<file path="src/rtl/fifo_pkg.sv">
// ---------------------------------------------------------------------------
// fifo_pkg
// Shared definitions for the parametrised synchronous FIFO:
//   - default data/address widths
//   - the registered status flag bundle and its reset value
//   - the default almost-full threshold for a given address width
//   - the parameter legality check used at elaboration time
// ---------------------------------------------------------------------------
package fifo_pkg;

   localparam int FIFO_DATA_WIDTH_DEF = 8;
   localparam int FIFO_ADDR_WIDTH_DEF = 4;

   // Registered status flags, grouped so they share one next-state decode.
   typedef struct packed {
      logic full;
      logic empty;
      logic almost_full;
      logic almost_empty;
   } fifo_flags_t;

   localparam fifo_flags_t FIFO_FLAGS_RST = '{
      full:         1'b0,
      empty:        1'b1,
      almost_full:  1'b0,
      almost_empty: 1'b1
   };

   // Four entries of headroom below full; tiny FIFOs fall back to DEPTH.
   function automatic int fifo_afull_def(input int addr_width);
      int depth;
      depth = 1 << addr_width;
      return (depth > 4) ? depth - 4 : depth;
   endfunction

   function automatic bit fifo_params_legal(input int data_width,
                                            input int addr_width,
                                            input int afull_thresh,
                                            input int aempty_thresh);
      int depth;
      depth = 1 << addr_width;
      return (data_width >= 1) && (addr_width >= 1) && (addr_width <= 30) &&
             (afull_thresh >= 1) && (afull_thresh <= depth) &&
             (aempty_thresh >= 0) && (aempty_thresh <= depth - 1);
   endfunction

endpackage

</file>
<file path="src/rtl/fifo_mem.sv">
// ---------------------------------------------------------------------------
// fifo_mem
// DEPTH x DATA_WIDTH register array, one synchronous write port and one
// read port.
//   Build option FIFO_FWFT_EN:
//     defined   -> read port is combinational (rd_data = mem[rd_addr])
//     undefined -> read port is registered, loading mem[rd_addr] when rd_en
// Ports:
//   clk, rst_n          clock, async active-low reset (read register only)
//   wr_en/wr_addr/wr_data  write port
//   rd_en/rd_addr       read strobe and address
//   rd_data             read data
// ---------------------------------------------------------------------------
module fifo_mem
   import fifo_pkg::*;
#(
   parameter int DATA_WIDTH = FIFO_DATA_WIDTH_DEF,
   parameter int ADDR_WIDTH = FIFO_ADDR_WIDTH_DEF
) (
   input  logic                  clk,
   input  logic                  rst_n,
   input  logic                  wr_en,
   input  logic [ADDR_WIDTH-1:0] wr_addr,
   input  logic [DATA_WIDTH-1:0] wr_data,
   input  logic                  rd_en,
   input  logic [ADDR_WIDTH-1:0] rd_addr,
   output logic [DATA_WIDTH-1:0] rd_data
);

   localparam int DEPTH = 1 << ADDR_WIDTH;

   logic [DATA_WIDTH-1:0] mem_q [DEPTH];

   // NOTE: the storage array has no reset; every entry is written before it
   // can be read, and resetting it would turn the array into DEPTH*DATA_WIDTH
   // reset flops instead of plain storage.
   always_ff @(posedge clk) begin
      if (wr_en) begin
         mem_q[wr_addr] <= wr_data;
      end
   end

`ifdef FIFO_FWFT_EN
   assign rd_data = mem_q[rd_addr];

   // Reset and read strobe are only needed by the registered read port.
   logic unused_rd;
   assign unused_rd = &{1'b0, rst_n, rd_en};
`else
   logic [DATA_WIDTH-1:0] rd_data_d;
   logic [DATA_WIDTH-1:0] rd_data_q;

   always_comb begin
      rd_data_d = rd_data_q;
      if (rd_en) begin
         rd_data_d = mem_q[rd_addr];
      end
   end

   always_ff @(posedge clk or negedge rst_n) begin
      if (!rst_n) begin
         rd_data_q <= '0;
      end else begin
         rd_data_q <= rd_data_d;
      end
   end

   assign rd_data = rd_data_q;
`endif

endmodule

</file>
<file path="src/rtl/fifo_sync_param.sv">
// ---------------------------------------------------------------------------
// fifo_sync_param
// Parametrised single-clock FIFO with fill count, programmable watermarks,
// synchronous flush and single-cycle push/pop error pulses.
// Build option FIFO_FWFT_EN: first-word-fall-through read (data_out shows the
// head entry while not empty, 0 when empty); otherwise data_out is loaded at
// the edge that accepts a pop and holds until the next accepted pop.
// Ports:
//   clk, rst_n            clock, async active-low reset
//   clear                 synchronous flush, overrides push/pop
//   push, data_in         write request and data
//   pop, data_out         read request and data
//   count                 stored entries, 0..DEPTH
//   full, empty           count==DEPTH / count==0
//   almost_full           count >= AFULL_THRESH
//   almost_empty          count <= AEMPTY_THRESH
//   push_err_on_full      one-cycle pulse after a rejected push
//   pop_err_on_empty      one-cycle pulse after a rejected pop
// ---------------------------------------------------------------------------
module fifo_sync_param
   import fifo_pkg::*;
#(
   parameter int DATA_WIDTH    = FIFO_DATA_WIDTH_DEF,
   parameter int ADDR_WIDTH    = FIFO_ADDR_WIDTH_DEF,
   parameter int AFULL_THRESH  = fifo_afull_def(ADDR_WIDTH),
   parameter int AEMPTY_THRESH = 4
) (
   input  logic                  clk,
   input  logic                  rst_n,
   input  logic                  clear,
   input  logic                  push,
   input  logic [DATA_WIDTH-1:0] data_in,
   input  logic                  pop,
   output logic [DATA_WIDTH-1:0] data_out,
   output logic [ADDR_WIDTH:0]   count,
   output logic                  full,
   output logic                  empty,
   output logic                  almost_full,
   output logic                  almost_empty,
   output logic                  push_err_on_full,
   output logic                  pop_err_on_empty
);

   localparam int DEPTH = 1 << ADDR_WIDTH;
   localparam int CNT_W = ADDR_WIDTH + 1;

   localparam logic [CNT_W-1:0]      CNT_DEPTH  = CNT_W'(DEPTH);
   localparam logic [CNT_W-1:0]      CNT_AFULL  = CNT_W'(AFULL_THRESH);
   localparam logic [CNT_W-1:0]      CNT_AEMPTY = CNT_W'(AEMPTY_THRESH);
   localparam logic [CNT_W-1:0]      CNT_ONE    = CNT_W'(1);
   localparam logic [ADDR_WIDTH-1:0] PTR_ONE    = ADDR_WIDTH'(1);

   if (!fifo_params_legal(DATA_WIDTH, ADDR_WIDTH, AFULL_THRESH, AEMPTY_THRESH))
   begin : g_bad_params
      $error("fifo_sync_param: illegal DATA_WIDTH/ADDR_WIDTH/threshold combination");
   end

   logic [ADDR_WIDTH-1:0] wr_ptr_d, wr_ptr_q;
   logic [ADDR_WIDTH-1:0] rd_ptr_d, rd_ptr_q;
   logic [CNT_W-1:0]      count_d, count_q;
   fifo_flags_t           flags_d, flags_q;
   logic                  push_err_d, push_err_q;
   logic                  pop_err_d, pop_err_q;

   logic                  push_ok;
   logic                  pop_ok;
   logic [DATA_WIDTH-1:0] mem_rd_data;

   // Acceptance looks only at the registered flags, so push and pop are
   // independent: a full FIFO never writes into the slot a pop is freeing.
   assign push_ok = push && !flags_q.full;
   assign pop_ok  = pop  && !flags_q.empty;

   // NOTE: every output of this block is given a default first so no path
   // leaves a value unassigned, which would infer a latch.
   always_comb begin
      wr_ptr_d   = wr_ptr_q;
      rd_ptr_d   = rd_ptr_q;
      count_d    = count_q;
      push_err_d = 1'b0;
      pop_err_d  = 1'b0;

      if (clear) begin
         wr_ptr_d = '0;
         rd_ptr_d = '0;
         count_d  = '0;
      end else begin
         if (push_ok) begin
            wr_ptr_d = wr_ptr_q + PTR_ONE;
         end
         if (pop_ok) begin
            rd_ptr_d = rd_ptr_q + PTR_ONE;
         end
         unique case ({push_ok, pop_ok})
            2'b10:   count_d = count_q + CNT_ONE;
            2'b01:   count_d = count_q - CNT_ONE;
            default: count_d = count_q;
         endcase
         push_err_d = push && flags_q.full;
         pop_err_d  = pop  && flags_q.empty;
      end

      // Flags are decoded from the next count and registered, so they line up
      // with count. After a clear count_d is 0, which yields the reset flags.
      flags_d.full         = (count_d == CNT_DEPTH);
      flags_d.empty        = (count_d == '0);
      flags_d.almost_full  = (count_d >= CNT_AFULL);
      flags_d.almost_empty = (count_d <= CNT_AEMPTY);
   end

   // NOTE: state registers use non-blocking assignments so every flop samples
   // the pre-edge values; the combinational block above uses blocking ones.
   always_ff @(posedge clk or negedge rst_n) begin
      if (!rst_n) begin
         wr_ptr_q   <= '0;
         rd_ptr_q   <= '0;
         count_q    <= '0;
         flags_q    <= FIFO_FLAGS_RST;
         push_err_q <= 1'b0;
         pop_err_q  <= 1'b0;
      end else begin
         wr_ptr_q   <= wr_ptr_d;
         rd_ptr_q   <= rd_ptr_d;
         count_q    <= count_d;
         flags_q    <= flags_d;
         push_err_q <= push_err_d;
         pop_err_q  <= pop_err_d;
      end
   end

   fifo_mem #(
      .DATA_WIDTH (DATA_WIDTH),
      .ADDR_WIDTH (ADDR_WIDTH)
   ) u_mem (
      .clk     (clk),
      .rst_n   (rst_n),
      .wr_en   (push_ok && !clear),
      .wr_addr (wr_ptr_q),
      .wr_data (data_in),
      .rd_en   (pop_ok && !clear),
      .rd_addr (rd_ptr_q),
      .rd_data (mem_rd_data)
   );

`ifdef FIFO_FWFT_EN
   // Stale array contents are hidden while the FIFO is empty.
   assign data_out = flags_q.empty ? '0 : mem_rd_data;
`else
   assign data_out = mem_rd_data;
`endif

   assign count            = count_q;
   assign full             = flags_q.full;
   assign empty            = flags_q.empty;
   assign almost_full      = flags_q.almost_full;
   assign almost_empty     = flags_q.almost_empty;
   assign push_err_on_full = push_err_q;
   assign pop_err_on_empty = pop_err_q;

endmodule

</file>
<file path="config.mk">
export PLATFORM = sky130hd
export DESIGN_NAME = fifo_sync_param
export DESIGN_NICKNAME = d
export VERILOG_FILES = /design/src/rtl/fifo_pkg.sv /design/src/rtl/fifo_mem.sv /design/src/rtl/fifo_sync_param.sv
export SDC_FILE = /design/constraint.sdc
export NUM_CORES = 1
export LEC_CHECK = 0
export ABC_AREA = 1
export CORE_AREA = 3 3 168 88
export DETAILED_ROUTE_END_ITERATION = 7
export DIE_AREA = 0 0 171 91
export PLACE_DENSITY = 0.65
export SYNTH_ARGS = -nofsm -noshare
export SYNTH_HDL_FRONTEND = slang
export SYNTH_SLANG_ARGS = --single-unit
</file>
<file path="constraint.sdc">
create_clock -name clk -period 2.45 [get_ports clk]
set_input_delay 0.49 -clock clk [delete_from_list [all_inputs] [get_ports clk]]
set_output_delay 0.49 -clock clk [all_outputs]
set_load 0.005 [all_outputs]
</file>
* Yosys cells after proc, flatten, opt, wreduce, memory -nomap -nowiden
Memories as Yosys holds them, arrays and structs flattened. A register that Yosys moved wholly into a read port is not among the register bits. Cells that the tools add are included.
Cells by class: reduce and logical (&&, ||, !) cells 13, mux-type cells 10, equality and inequality tests 3, order comparisons 2, add/subtract/negate cells 4
Operators by type and width (number):
- $mux 4 | 4
- $pmux 5 s2 | 1
- $add 4x1->4 const B | 2
- $logic_and 1x1->1 | 6
- $add 5x1->5 const B | 1
- $eq 5x5->1 const B | 1
- $ge 5x4->1 const B | 1
- $le 5x3->1 const B | 1
- $logic_not 5->1 | 1
- $mux 5 | 1
- $sub 5x1->5 const B | 1
- $logic_not 1->1 | 4
- $mux 1 | 4
- $reduce_bool 2->1 | 2
- $eq 2x1->1 const B | 1
- $eq 2x2->1 const B | 1
Storage, ports and cells: RAM bits 128, bits in registers 19, bits of input ports 13, output and inout bits 19, memories 1
Memories:
- u_mem.mem_q | depth 16, width 8, read ports 1, clocked after memory_dff 1, write ports 1, line fifo_mem.sv:32 | logic [DATA_WIDTH-1:0] mem_q [DEPTH];

* Logic depth before layout (Yosys ltp)
depth after elaboration 6, mapped depth 16, mapped depth without buffers 16

* Hierarchy
Synthesis repeated with hierarchy kept, for this count alone.
Second synthesis, totals: cells, all modules 608, area total of the unflattened synthesis 6712.7 µm²
Modules (own cells, without submodules):
- fifo_mem | sequential area each 4043.9 µm², times used 1, area each 5635.4 µm², cells an instance 483
- fifo_sync_param | sequential area each 478.0 µm², times used 1, area each 1077.3 µm², cells an instance 125

* Least setup slack after synthesis
OpenSTA, ideal clock, no wires.
path kind input port to flip-flop, start point input pop, end point register flags_q (netlist bit empty), arrival time 1.864 ns, stages on the path 12, slack 0.522 ns, cell sequence inv_2 -> nor2_8 -> nand2_4 -> nand2_1 -> nand2_2 -> ha_1 -> o21ai_0 -> nor2_1 -> or2_2 -> inv_1 -> nand3_2 -> nor2_2
RTL lines:
- start: declaration | line fifo_sync_param.sv:33 | input logic pop,
- end signal: assignment | line fifo_sync_param.sv:125 | flags_q <= flags_d;
- end: declaration | line fifo_sync_param.sv:61 | fifo_flags_t flags_d, flags_q;

==> reports/summary.md <==
The logs give 0 for the count of hold buffers inserted by post-cts repair and 0 for the remaining global-route overflow. The clock arrives with 0.006009 ns of skew. The worst min-delay path category is in2async.

Number of gates resized after cts: 0. Setup slack closes at 0.3844 ns. The maximum achievable frequency is 0.4841 GHz. The relative contribution of the clock network to total power was 0.369; the post-layout net count was 606. The unique cell type count in the Yosys netlist is 34, and the maximum root-to-sink buffer count is 2. The signal on the critical path passes through nor2_8, buf_4, ha_1, inv_2, o21ai_0, a21oi_1, or2_2, inv_1, nand3_2, nor2_1. The final cycle utilization of the critical path works out to 0.8431. The final count of hold timing violations was 0. The worst voltage drop across the vdd grid is 525.3 uV, and the aggregate global-route resource usage is 0.2094. Post-synthesis instance total: 521. The power consumption is 7.269 mW. The number of cells on the worst reg-to-reg path is 10. The startpoint of the worst-slack reg-to-reg timing path was empty$_DFF_PN1_. The routability congestion estimate was 0.8174; the met3 routing resource usage after global routing was 0.05263.

The I/O pin count is 32, and the pin count of the biggest net entering global routing is 51. The relative slew slack was 0.5262. For the initial standard-cell utilization of the core, the log shows 0.4774. For the final routed database, the setup TNS stands at 0 ns. The logs give 0 for the final-report max-slew violation count and 2.41 ns for the arrival time at the worst endpoint.

Buffers inserted during clock tree synthesis total 17. The flow ran to the end, and the final reports show no timing, DRC or antenna violations. The H-tree generated during clock tree synthesis spans 4 levels. The later pin in the worst-skew pair is clocked with a latency of 0.41 ns.

The detail route stage leaves a number of antenna-violating nets equal to 0. In this run, the number of DRC markers left after iteration 0 of detailed routing was 371. The synthesized netlist net count is 541. The routed wire length per instance was 19.94 um; the number of vias in the routed layout was 4425. The clock net in this run drives a total of 155 sinks. Number of optimization iterations in the first detailed-route pass: 5. The met2 routing resource usage after global routing was 0.3221; the standard-cell row count was 30. Compared with the post-synthesis result, the final layout area differs by 21.20%. The proportion of power drawn by flip-flops and latches came out at 0.430. 0 antenna diodes ended up in the layout.

The layout cell share with drive strength beyond 1 was 0.1656. For this design, the slowest cell found on the critical path is dfstp_2. The run gives 2.811 nW as the total leakage power.

The worst setup path is launched from a flip-flop. The tightest hold path in the finished design has a slack of 0.4569 ns. The switching part of the total power came out at 0.2677. The total die area was 0.01556 sq mm. Critical path start-end classification: reg2reg.

CTS placed an instance of clkbuf_16 at the clock tree root. Input and output buffers added on the ports amount to 31. The tools report the net load switching power as 1.946 mW. The HPWL after detailed placement is 9645 um.

Measured along the y axis, the die boundary spans 91 um. The logs give 0.7049 for the sequential fraction of the synthesis area and 0 for the final setup violation count. The via count of the first global-routing pass was 4428.

Setup repair after global routing left no endpoint under its margin. The first global-routing pass estimated 24350 um of wire. The mapped cell area was 0.006415 sq mm; the number of buffers and inverters on the critical path was 3.

The smallest clock period supported by the final layout is computed as 2.066 ns. Broken down by cell family, the worst path's largest delay share belongs to flip-flops. The worst register-to-register path ends at full$_DFF_PN0_. Average instance area after synthesis: 12.31 sq um.

Required time of the critical path: 2.79 ns. STA classifies the critical path endpoint as a flip-flop. For the cell-internal power, the log shows 5.323 mW. Sequential cell area in the final layout: 0.004523 sq mm.

In the routed design, unresolved DRC markers number 0. The tools report the wire length after detailed routing as 15430 um. The floorplan core area was 0.01344 sq mm. For the part of the total power dissipated in combinational logic, the log shows 0.201. Before CTS, the worst setup slack after placement is -0.03181 ns. Fill cells in the final layout number 1092.

The yosys synthesis warning count is 0, and the slack of the worst reg-to-reg path is 0.38 ns. The peak-usage layer in the global routing report was met2. TritonCTS built the clock tree.

The tool flagged a number of max-cap violations equal to 0. In the routed layout, each cell is associated on average with a via count of 5.717. At the pin with the least slew margin, the transition time is 0.7085 ns.

Of all nets on the critical path, the largest fanout is 5. The run gives 0 as the number of buffers added for setup after CTS. The number of synthesized register bits is 155, and the chip width is 171 um. The largest single stage delay on the critical path is 0.60 ns. The clock-pin transition on the worst setup and hold timing paths came out at 0.06 ns. Met1 layer usage reported by global route: 0.2919. The multi-input combinational cells in the finished layout cover a total of 0.001664 sq mm. For this design the ratio of total power to cell area is 935.0 mW/mm^2. Initial antenna violation count: 0.
==> logic make-up after synthesis <==
| logic type | synth area share |
|---|---|
| XOR/XNOR | 0.002731 |
| buffers and inverters | 0.03569 |
| adder cells (fa/ha/maj) | 0.01365 |
| flip-flops | 0.7049 |
| AND/OR/NAND/NOR | 0.1190 |
| AO/OA/AOI/OAI | 0.1241 |
==> final cells by class <==
type / count / share of cell area
Inverter: 29 / 0.01400
Multi-Input combinational cell: 311 / 0.2140
Timing Repair Buffer: 72 / 0.08433
Clock buffer: 17 / 0.05472
Clock inverter: 14 / 0.02285
Tap cell: 176 / 0.02832
Sequential cell: 155 / 0.5818
==> flip-flops by register name, indices dropped and copies added (netlist names) <==
name and count:
pop_err_on_empty 1, almost_empty 1, wr_ptr_q 4, u_mem.mem_q 128
full 1, u_mem.rd_data 8, rd_ptr_q 4, push_err_on_full 1
count 5, empty 1, almost_full 1
==> synth_stat cells (all sizes together) <==
cell type / number / area (sq um)
nand3b: 1 / 7.510
dfstp: 2 / 52.55
nand2: 44 / 205.2
clkbuf: 15 / 57.55
inv: 29 / 108.9
nor2: 92 / 366.6
nor4: 2 / 12.51
o21ai: 81 / 405.4
nand3: 28 / 160.2
buf: 11 / 62.56
nor3: 1 / 5.000
ha: 7 / 87.58
a22o: 1 / 8.760
dfrtp: 25 / 625.6
xor2: 1 / 8.760
o21a: 8 / 60.06
xnor2: 1 / 8.760
edfxtp: 128 / 3844
or2: 1 / 6.260
o22ai: 4 / 25.02
o221ai: 24 / 210.2
a21oi: 15 / 86.34
==> stage by stage <==
| step | utilization | cell area [sq um] | cells |
|---|---|---|---|
| after floorplan | - | 6415 | 521 |
| after global placement | 0.5337 | 7172 | 743 |
| after detailed placement | 0.5337 | 7172 | 743 |
| after CTS | 0.5786 | 7775 | 774 |
| after global routing | 0.5786 | 7775 | 774 |
| final | 0.5786 | 7775 | 774 |
==> worst max-delay path by stage <==
stage	from	endpoint	depth (start not counted)
after global placement	pop	empty$_DFF_PN1_	13
after CTS	empty$_DFF_PN1_	full$_DFF_PN0_	10
after global routing	empty$_DFF_PN1_	full$_DFF_PN0_	10
final	empty$_DFF_PN1_	full$_DFF_PN0_	10
after detailed placement	pop	empty$_DFF_PN1_	13
after floorplan	pop	empty$_DFF_PN1_	12
==> cell usage in the layout (no fill, tap or decap), drive strengths merged <==
master	n
dfstp	2
nor4	2
a22o	1
clkinvlp	1
a21oi	15
clkdlybuf4s50	31
inv	30
o22ai	4
bufinv	4
edfxtp	128
nand3b	1
xor2	1
nand2	44
o21ai	81
o21a	8
or2	1
buf	41
xnor2	1
nor2	92
ha	7
clkinv	8
nor3	1
nand3	28
o221ai	24
dfrtp	25
clkbuf	17
==> worst reg2reg max path: cells and delay by family (launching register included) <==
kind | cells | cell delay (ns)
simple gates | 4 | 0.54
fa+ha+maj | 1 | 0.36
compound gates | 2 | 0.22
flops | 1 | 0.60
buf+inv | 3 | 0.28
==> routing by layer <==
metal / part of all wire / routed length, um / up-vias
met2: 0.47 / 7254 / 171
met4: 0.016 / 249 / 0
met3: 0.075 / 1159 / 25
met5: 0 / 0 / -
met1: 0.44 / 6768 / 2216
li1: - / - / 2013
==> power groups by stage <==
stage	registers, mW	clock network (mW)	logic [mW]
CTS	3.13	2.71	1.46
global placement	3.18	0	1.44
global route	3.15	2.82	1.62
finish	3.13	2.68	1.46
detailed placement	3.18	0	1.45
floorplan	3.17	0	0.804
Note: power is estimated with default switching activity, not from simulation.
